`src/rtl/pe_array_pkg.sv`:
```
// pe_array_pkg: shared sizing, FSM state type and helpers for the PE array controller.
package pe_array_pkg;
  localparam int BIT_WIDTH = 8;
  localparam int SYSTOLIC_DEPTH = 4;
  localparam int SYSTOLIC_COLUMN = 16;
  localparam int VEC_CNT_W = 10;
  localparam int ACC_WIDTH = 2 * BIT_WIDTH + SYSTOLIC_DEPTH - 1;
  localparam int SKEW_LEN = SYSTOLIC_DEPTH + SYSTOLIC_COLUMN;
  typedef enum logic [1:0] {IDLE, LOAD_WT, STREAM, DRAIN} state_t;
  function automatic int clog2(input int v);
    int r;
    r = 0;
    for (int i = 0; i < 31; i++) if ((1 << i) < v) r = i + 1;
    return r;
  endfunction
endpackage

```
`src/rtl/pe_array_ctrl_if.sv`:
```
// pe_array_ctrl_if: tile-buffer handshakes, array drive pins and result strobes of the PE array controller.
interface pe_array_ctrl_if #(
  parameter int BIT_WIDTH = pe_array_pkg::BIT_WIDTH,
  parameter int SYSTOLIC_DEPTH = pe_array_pkg::SYSTOLIC_DEPTH,
  parameter int SYSTOLIC_COLUMN = pe_array_pkg::SYSTOLIC_COLUMN,
  parameter int VEC_CNT_W = pe_array_pkg::VEC_CNT_W
);
  logic start;
  logic [VEC_CNT_W-1:0] n_vec;
  logic wt_valid;
  logic wt_ready;
  logic [BIT_WIDTH*SYSTOLIC_COLUMN-1:0] wt_data;
  logic act_valid;
  logic act_ready;
  logic [BIT_WIDTH*SYSTOLIC_DEPTH-1:0] act_data;
  logic pe_is_wt;
  logic [BIT_WIDTH*SYSTOLIC_COLUMN-1:0] pe_wt_in;
  logic [BIT_WIDTH*SYSTOLIC_DEPTH-1:0] pe_data_in;
  logic [SYSTOLIC_COLUMN-1:0] res_valid;
  logic res_last;
  logic busy;
  logic done;
  modport master (
    output start, n_vec, wt_valid, wt_data, act_valid, act_data,
    input wt_ready, act_ready, pe_is_wt, pe_wt_in, pe_data_in, res_valid, res_last, busy, done
  );
  modport slave (
    input start, n_vec, wt_valid, wt_data, act_valid, act_data,
    output wt_ready, act_ready, pe_is_wt, pe_wt_in, pe_data_in, res_valid, res_last, busy, done
  );
endinterface

```
`src/rtl/pe_array_ctrl_skew.sv`:
```
// pe_skew_line: N-stage register delay exposing every stage; tap[k] is the input delayed by k cycles.
module pe_skew_line #(
  parameter int W = 8,
  parameter int N = 1
) (
  input  logic                clk,
  input  logic                rst,
  input  logic [W-1:0]        d,
  output logic [N:0][W-1:0]   tap
);
  if (N == 0) begin : g_pass
    logic unused_clk;
    assign unused_clk = clk ^ rst;
    assign tap = d;
  end else begin : g_reg
    logic [N-1:0][W-1:0] q;
    always_ff @(posedge clk or posedge rst)
      if (rst) q <= '0;
      else begin
        q[0] <= d;
        for (int i = 1; i < N; i++) q[i] <= q[i-1];
      end
    assign tap = {q, d};
  end
endmodule

```
`src/rtl/pe_array_ctrl.sv`:
```
// pe_array_ctrl: weight-load / skewed-activation sequencer for the systolic MAC array.
// Define PE_ARRAY_CTRL_PERF_EN to add the busy/stall cycle counters.
module pe_array_ctrl
  import pe_array_pkg::*;
#(
  parameter int BIT_WIDTH = pe_array_pkg::BIT_WIDTH,
  parameter int SYSTOLIC_DEPTH = pe_array_pkg::SYSTOLIC_DEPTH,
  parameter int SYSTOLIC_COLUMN = pe_array_pkg::SYSTOLIC_COLUMN,
  parameter int VEC_CNT_W = pe_array_pkg::VEC_CNT_W
) (
  input logic clk,
  input logic rst,
  pe_array_ctrl_if.slave bus
`ifdef PE_ARRAY_CTRL_PERF_EN
  ,
  output logic [31:0] perf_busy_cyc,
  output logic [31:0] perf_stall_cyc
`endif
);
  localparam int SL = SYSTOLIC_DEPTH + SYSTOLIC_COLUMN;
  localparam int WCW = clog2(SYSTOLIC_DEPTH + 1);
  state_t state;
  logic [VEC_CNT_W-1:0] n_lat, vcnt;
  logic [WCW-1:0] wcnt;
  logic [BIT_WIDTH*SYSTOLIC_DEPTH-1:0] act_q;
  logic [SL:0] vline;
  logic wt_hs, act_hs, drain_end;
  assign bus.wt_ready = state == LOAD_WT;
  assign bus.act_ready = state == STREAM;
  assign bus.busy = state != IDLE;
  assign wt_hs = bus.wt_valid & bus.wt_ready;
  assign act_hs = bus.act_valid & bus.act_ready;
  // Only the final column's tap may still be set once the tile is otherwise flushed.
  assign drain_end = (state == DRAIN) && (vline[SL-1:0] == '0);
  assign bus.res_last = drain_end;
  assign bus.res_valid = vline[SL:SYSTOLIC_DEPTH+1];
  pe_skew_line #(.W(1), .N(SL)) u_vld (.clk(clk), .rst(rst), .d(act_hs), .tap(vline));
  for (genvar r = 0; r < SYSTOLIC_DEPTH; r++) begin : g_lane
    logic [r:0][BIT_WIDTH-1:0] t;
    pe_skew_line #(.W(BIT_WIDTH), .N(r)) u_skew (
      .clk(clk), .rst(rst), .d(act_q[r*BIT_WIDTH+:BIT_WIDTH]), .tap(t)
    );
    assign bus.pe_data_in[r*BIT_WIDTH+:BIT_WIDTH] = t[r];
    if (r > 0) begin : g_lo
      logic unused_taps;
      assign unused_taps = ^t[r-1:0];
    end
  end
  always_ff @(posedge clk or posedge rst)
    if (rst) begin
      state <= IDLE;
      n_lat <= '0;
      vcnt <= '0;
      wcnt <= '0;
      act_q <= '0;
      bus.pe_is_wt <= 1'b0;
      bus.pe_wt_in <= '0;
      bus.done <= 1'b0;
    end else begin
      bus.pe_is_wt <= wt_hs;
      bus.done <= drain_end;
      act_q <= act_hs ? bus.act_data : '0;
      if (wt_hs) bus.pe_wt_in <= bus.wt_data;
      case (state)
        IDLE: if (bus.start) begin
          state <= LOAD_WT;
          n_lat <= bus.n_vec;
          wcnt <= '0;
          vcnt <= '0;
        end
        LOAD_WT: if (wt_hs) begin
          wcnt <= wcnt + WCW'(1);
          if (wcnt == WCW'(SYSTOLIC_DEPTH - 1)) state <= (n_lat == '0) ? DRAIN : STREAM;
        end
        STREAM: if (act_hs) begin
          vcnt <= vcnt + VEC_CNT_W'(1);
          if (vcnt == n_lat - VEC_CNT_W'(1)) state <= DRAIN;
        end
        default: if (drain_end) state <= IDLE;
      endcase
    end
`ifdef PE_ARRAY_CTRL_PERF_EN
  logic stall;
  assign stall = (bus.wt_ready & ~bus.wt_valid) | (bus.act_ready & ~bus.act_valid);
  always_ff @(posedge clk or posedge rst)
    if (rst) begin
      perf_busy_cyc <= '0;
      perf_stall_cyc <= '0;
    end else if (state == IDLE && bus.start) begin
      perf_busy_cyc <= '0;
      perf_stall_cyc <= '0;
    end else begin
      if (bus.busy && ~&perf_busy_cyc) perf_busy_cyc <= perf_busy_cyc + 32'd1;
      if (stall && ~&perf_stall_cyc) perf_stall_cyc <= perf_stall_cyc + 32'd1;
    end
`endif
endmodule

```
`src/flat_wrapper.sv`:
```
// flat-port wrapper written by rule: the top's interface ports become plain ports
module pe_array_ctrl_flat import pe_array_pkg::*;
#(
  parameter int BIT_WIDTH = pe_array_pkg::BIT_WIDTH,
  parameter int SYSTOLIC_DEPTH = pe_array_pkg::SYSTOLIC_DEPTH,
  parameter int SYSTOLIC_COLUMN = pe_array_pkg::SYSTOLIC_COLUMN,
  parameter int VEC_CNT_W = pe_array_pkg::VEC_CNT_W
)
  (clk, rst, bus_start, bus_n_vec, bus_wt_valid, bus_wt_data, bus_act_valid, bus_act_data, bus_wt_ready, bus_act_ready, bus_pe_is_wt, bus_pe_wt_in, bus_pe_data_in, bus_res_valid, bus_res_last, bus_busy, bus_done);
  pe_array_ctrl_if #(.BIT_WIDTH(BIT_WIDTH), .SYSTOLIC_DEPTH(SYSTOLIC_DEPTH), .SYSTOLIC_COLUMN(SYSTOLIC_COLUMN), .VEC_CNT_W(VEC_CNT_W)) bus_i ();
  input logic clk;
  input logic rst;
  input wire logic [$bits(bus_i.start)-1:0] bus_start;
  input wire logic [$bits(bus_i.n_vec)-1:0] bus_n_vec;
  input wire logic [$bits(bus_i.wt_valid)-1:0] bus_wt_valid;
  input wire logic [$bits(bus_i.wt_data)-1:0] bus_wt_data;
  input wire logic [$bits(bus_i.act_valid)-1:0] bus_act_valid;
  input wire logic [$bits(bus_i.act_data)-1:0] bus_act_data;
  output wire logic [$bits(bus_i.wt_ready)-1:0] bus_wt_ready;
  output wire logic [$bits(bus_i.act_ready)-1:0] bus_act_ready;
  output wire logic [$bits(bus_i.pe_is_wt)-1:0] bus_pe_is_wt;
  output wire logic [$bits(bus_i.pe_wt_in)-1:0] bus_pe_wt_in;
  output wire logic [$bits(bus_i.pe_data_in)-1:0] bus_pe_data_in;
  output wire logic [$bits(bus_i.res_valid)-1:0] bus_res_valid;
  output wire logic [$bits(bus_i.res_last)-1:0] bus_res_last;
  output wire logic [$bits(bus_i.busy)-1:0] bus_busy;
  output wire logic [$bits(bus_i.done)-1:0] bus_done;
  assign bus_i.start = bus_start;
  assign bus_i.n_vec = bus_n_vec;
  assign bus_i.wt_valid = bus_wt_valid;
  assign bus_i.wt_data = bus_wt_data;
  assign bus_i.act_valid = bus_act_valid;
  assign bus_i.act_data = bus_act_data;
  assign bus_wt_ready = bus_i.wt_ready;
  assign bus_act_ready = bus_i.act_ready;
  assign bus_pe_is_wt = bus_i.pe_is_wt;
  assign bus_pe_wt_in = bus_i.pe_wt_in;
  assign bus_pe_data_in = bus_i.pe_data_in;
  assign bus_res_valid = bus_i.res_valid;
  assign bus_res_last = bus_i.res_last;
  assign bus_busy = bus_i.busy;
  assign bus_done = bus_i.done;
  pe_array_ctrl #(.BIT_WIDTH(BIT_WIDTH), .SYSTOLIC_DEPTH(SYSTOLIC_DEPTH), .SYSTOLIC_COLUMN(SYSTOLIC_COLUMN), .VEC_CNT_W(VEC_CNT_W)) u_core (.clk(clk), .rst(rst), .bus(bus_i));
endmodule
```
`config.mk`:
```
export PLATFORM = sky130hd
export DESIGN_NAME = pe_array_ctrl_flat
export DESIGN_NICKNAME = d
export VERILOG_FILES = /design/src/rtl/pe_array_pkg.sv /design/src/rtl/pe_array_ctrl_if.sv /design/src/rtl/pe_array_ctrl_skew.sv /design/src/rtl/pe_array_ctrl.sv /design/src/flat_wrapper.sv
export SDC_FILE = /design/constraint.sdc
export NUM_CORES = 1
export LEC_CHECK = 0
export CELL_PAD_IN_SITES_DETAIL_PLACEMENT = 2
export CELL_PAD_IN_SITES_GLOBAL_PLACEMENT = 2
export CORE_UTILIZATION = 31
export CTS_CLUSTER_DIAMETER = 100
export DETAILED_ROUTE_END_ITERATION = 8
export GPL_TIMING_DRIVEN = 0
export HOLD_SLACK_MARGIN = 0.03
export PLACE_DENSITY_LB_ADDON = 0.1
export SKIP_CTS_REPAIR_TIMING = 1
export SYNTH_ARGS = -nofsm -noshare
export SYNTH_HDL_FRONTEND = slang
export SYNTH_SLANG_ARGS = --single-unit
```
`constraint.sdc`:
```
create_clock -name clk -period 11.7 [get_ports clk]
set_clock_uncertainty 0.05 [all_clocks]
set_input_delay 1.17 -clock clk [delete_from_list [all_inputs] [get_ports clk]]
set_output_delay 1.17 -clock clk [all_outputs]
set_load 0.1 [all_outputs]
```
==> metrics.yaml <==
synth:
  syn_inst: 651
  synth_edf_count: 0
  synth_seq_area_share_pct: 66.8
  synth_area_leaders: "dfrtp_1 67%, mux2_2 16%, buf_4 3.1%, and3_1 2.4%, ha_1 1.2%"
  syn_area_mm2: 0.00955
  synthFlopType: "dfrtp_1"
  avgSynthCellArea_um2: 14.7
  synth_warnings: 0
  synth_nets: 835
  yosysUniqueCellTypes: 43
  synth_top_area_share_pct: 66.8
  yosys-top-cells-count: "255 x dfrtp_1, 139 x mux2_2, 40 x buf_4"
  post-synth-top-area-cell: "dfrtp_1"
  yosys.cell_count.top_type: "dfrtp_1"
  postSynthRegisterBits: 255
  async_flop_share_pct: 100
worst_setup_path:
  arrival_ns: 3.13
  reg2reg_slack_ns: 8.86
  cp_max_fo: 6
  cp-start-kind: "register"
  reg2regPathDepth: 7
  r2r-end: "u_core.bus.pe_wt_in[125]"
  end_kind: "primary output"
  path_class: "register to primary output"
  cp_data_required_time_ns: 10.48
  timing.rr.start: "u_core.state[1]"
timing:
  hold_violations: 0
  tightest_slew_ns: 1.14
  setup_violations: 0
  fmax_mhz: 230
  maxSlewHeadroom_pct: 23.6
  fin_setup_tns_ns: 0
  holdWs_ns: 0.283
  period_minus_slack_ns: 4.35
  period_share_pct: 37.2
  slew_violations: 0
  rsz0062_at_grt: "no"
die:
  die_w_um: 178
  chipHeight_um: 178
  num_rows: 63
  core_area_mm2: 0.0300
  fp.dieArea_mm2: 0.0315
  initial_core_util_pct: 31.9
  pin_count: 357
global_routing:
  globalRouteMet2Util_pct: 35.7
  grt_max_degree: 115
  antenna_found_initial: 1
  top_usage_layer: "met2"
  use_met3_pct: 4.86
  globalRouteTotalUtil_pct: 19.4
  grt_pass1_vias: 7384
  grt_pass1_wl_um: 45900
  grt_util_met1_pct: 21.9
  grt_overflow: 0
clock_tree:
  numCtsBuffers: 30
  cts_max_level: 1
  clkTransAtPathRegs_ns: 0.06
  cts_buffer_depth: 3
  clock-sinks: 255
  clockRootBuffer: "clkbuf_16"
  tritoncts: "done"
  clk_latency_ns: 0.54
route:
  ant_nets: 0
  drt_pass1_iterations: 4
  drt_first_iter_violations: 225
  vias_per_cell: 4.58
  num_vias: 6670
  wire_per_inst_um: 21.0
  drt-total-wl_um: 30600
  drc: 0
run_status:
  outcome: "finished, final reports clean"
final_layout:
  drive_gt1_share_pct: 23.7
  area_delta_synth_final_pct: 54.7
  final_nets: 1224
flow_run:
  cap_violations: 0
worst_hold_path:
  min_path_cells: 0
  holdPathEnd: "u_core.g_lane[2].u_skew.tap[17]"
  hold_path_class: "register to register"
  min_from: "u_core.g_lane[2].u_skew.tap[9]"
placement:
  io_buffers: 355
  hpwl_um: 22500
  gp_congestion: 0.749
## layer usage
layer	routed length [um]	vias to the layer above
met5	0	-
met4	840	0
met3	2150	42
met2	16200	220
met1	11300	3402
li1	-	3006
## kinds of logic (layout without fill, tap and decap cells)
group / after synthesis / count (layout) / share of synthesized area, %
buffers and inverters: 83 / 496 / 4.98
adders and majority gates: 9 / 9 / 1.18
AOI/OAI and AO/OA: 39 / 39 / 2.70
muxes: 142 / 142 / 16.7
other: 0 / 1 / 0
xor gates and xnor gates: 15 / 15 / 1.38
DFF: 255 / 255 / 66.8
and+or+nand+nor: 108 / 108 / 6.27
## sequential cells by signal, indices dropped and copies added (netlist names)
signal / cells
u_core.act_q: 32
u_core.wcnt: 3
u_core.bus.pe_is_wt: 1
u_core.vcnt: 10
u_core.n_lat: 10
u_core.state: 2
u_core.g_lane.u_skew.tap: 40
u_core.u_vld.tap: 20
u_core.bus.pe_wt_in: 128
u_core.g_lane.u_skew.g_reg.q: 8
u_core.bus.done: 1
## layout make-up
type	instances	area [um^2]
antenna	1	2.50
buffer	68	419
clock buffer	37	827
clock inverter	19	297
fill	2882	15200
inverter	15	63.8
multi-input combinational	313	2700
sequential	255	6380
tap	390	488
timing repair buffer	357	3610
## worst max path at each step
stage,from,depth (start not counted),end
after floorplan,rst,1,u_core.act_q[0]
after global placement,rst,2,u_core.bus.pe_wt_in[21]
after detailed placement,bus_act_valid,5,bus_res_last
after CTS,u_core.state[0],5,bus_res_last
after global routing,u_core.state[1],5,bus_res_last
final,u_core.state[0],5,bus_res_last
## through the flow
stage                     utilization, %  cells  setup slack (ns)  cell area [um^2]
after global routing                49.4   1455              7.20             14800
after CTS                           49.3   1454              7.29             14800
final                               49.4   1455              7.35             14800
after floorplan                        -    651              3.47              9550
after global placement              45.4   1396            -0.273             13600
after detailed placement            45.6   1398              7.36             13700
## layout by cell type (no fill, tap or decap), types with 3 or more instances in the layout
master and instances:
a21oi_1 8, clkdlybuf4s50_1 355, nor2b_1 3, and3_1 36, xor2_1 8, nor4_1 3, nand3_1 7, ha_1 9
clkbuf_1 16, inv_1 14, clkinvlp_4 3, nand4_1 9, buf_2 11, o211ai_1 3, nand2_1 14, clkinv_2 6
o21ai_0 12, xnor2_1 7, bufinv_16 7, clkbuf_8 5, or3_1 4, dfrtp_1 255, mux2_2 139, nor4b_1 3
buf_4 40, buf_1 3, mux2i_1 3, nor3_1 8, clkbuf_16 30, nor2_1 14
## worst max-delay path, cell delays in order (launching register included)
cell             delay [ns]
dfrtp_1                0.46
ha_1                   0.19
nor4b_1                0.37
nand4_1                0.15
nor2_1                 0.24
clkdlybuf4s50_1        1.19
Power is left out: the tool's default activity adds up to more than one toggle a clock period on the data nets, which glitch-free logic cannot reach.
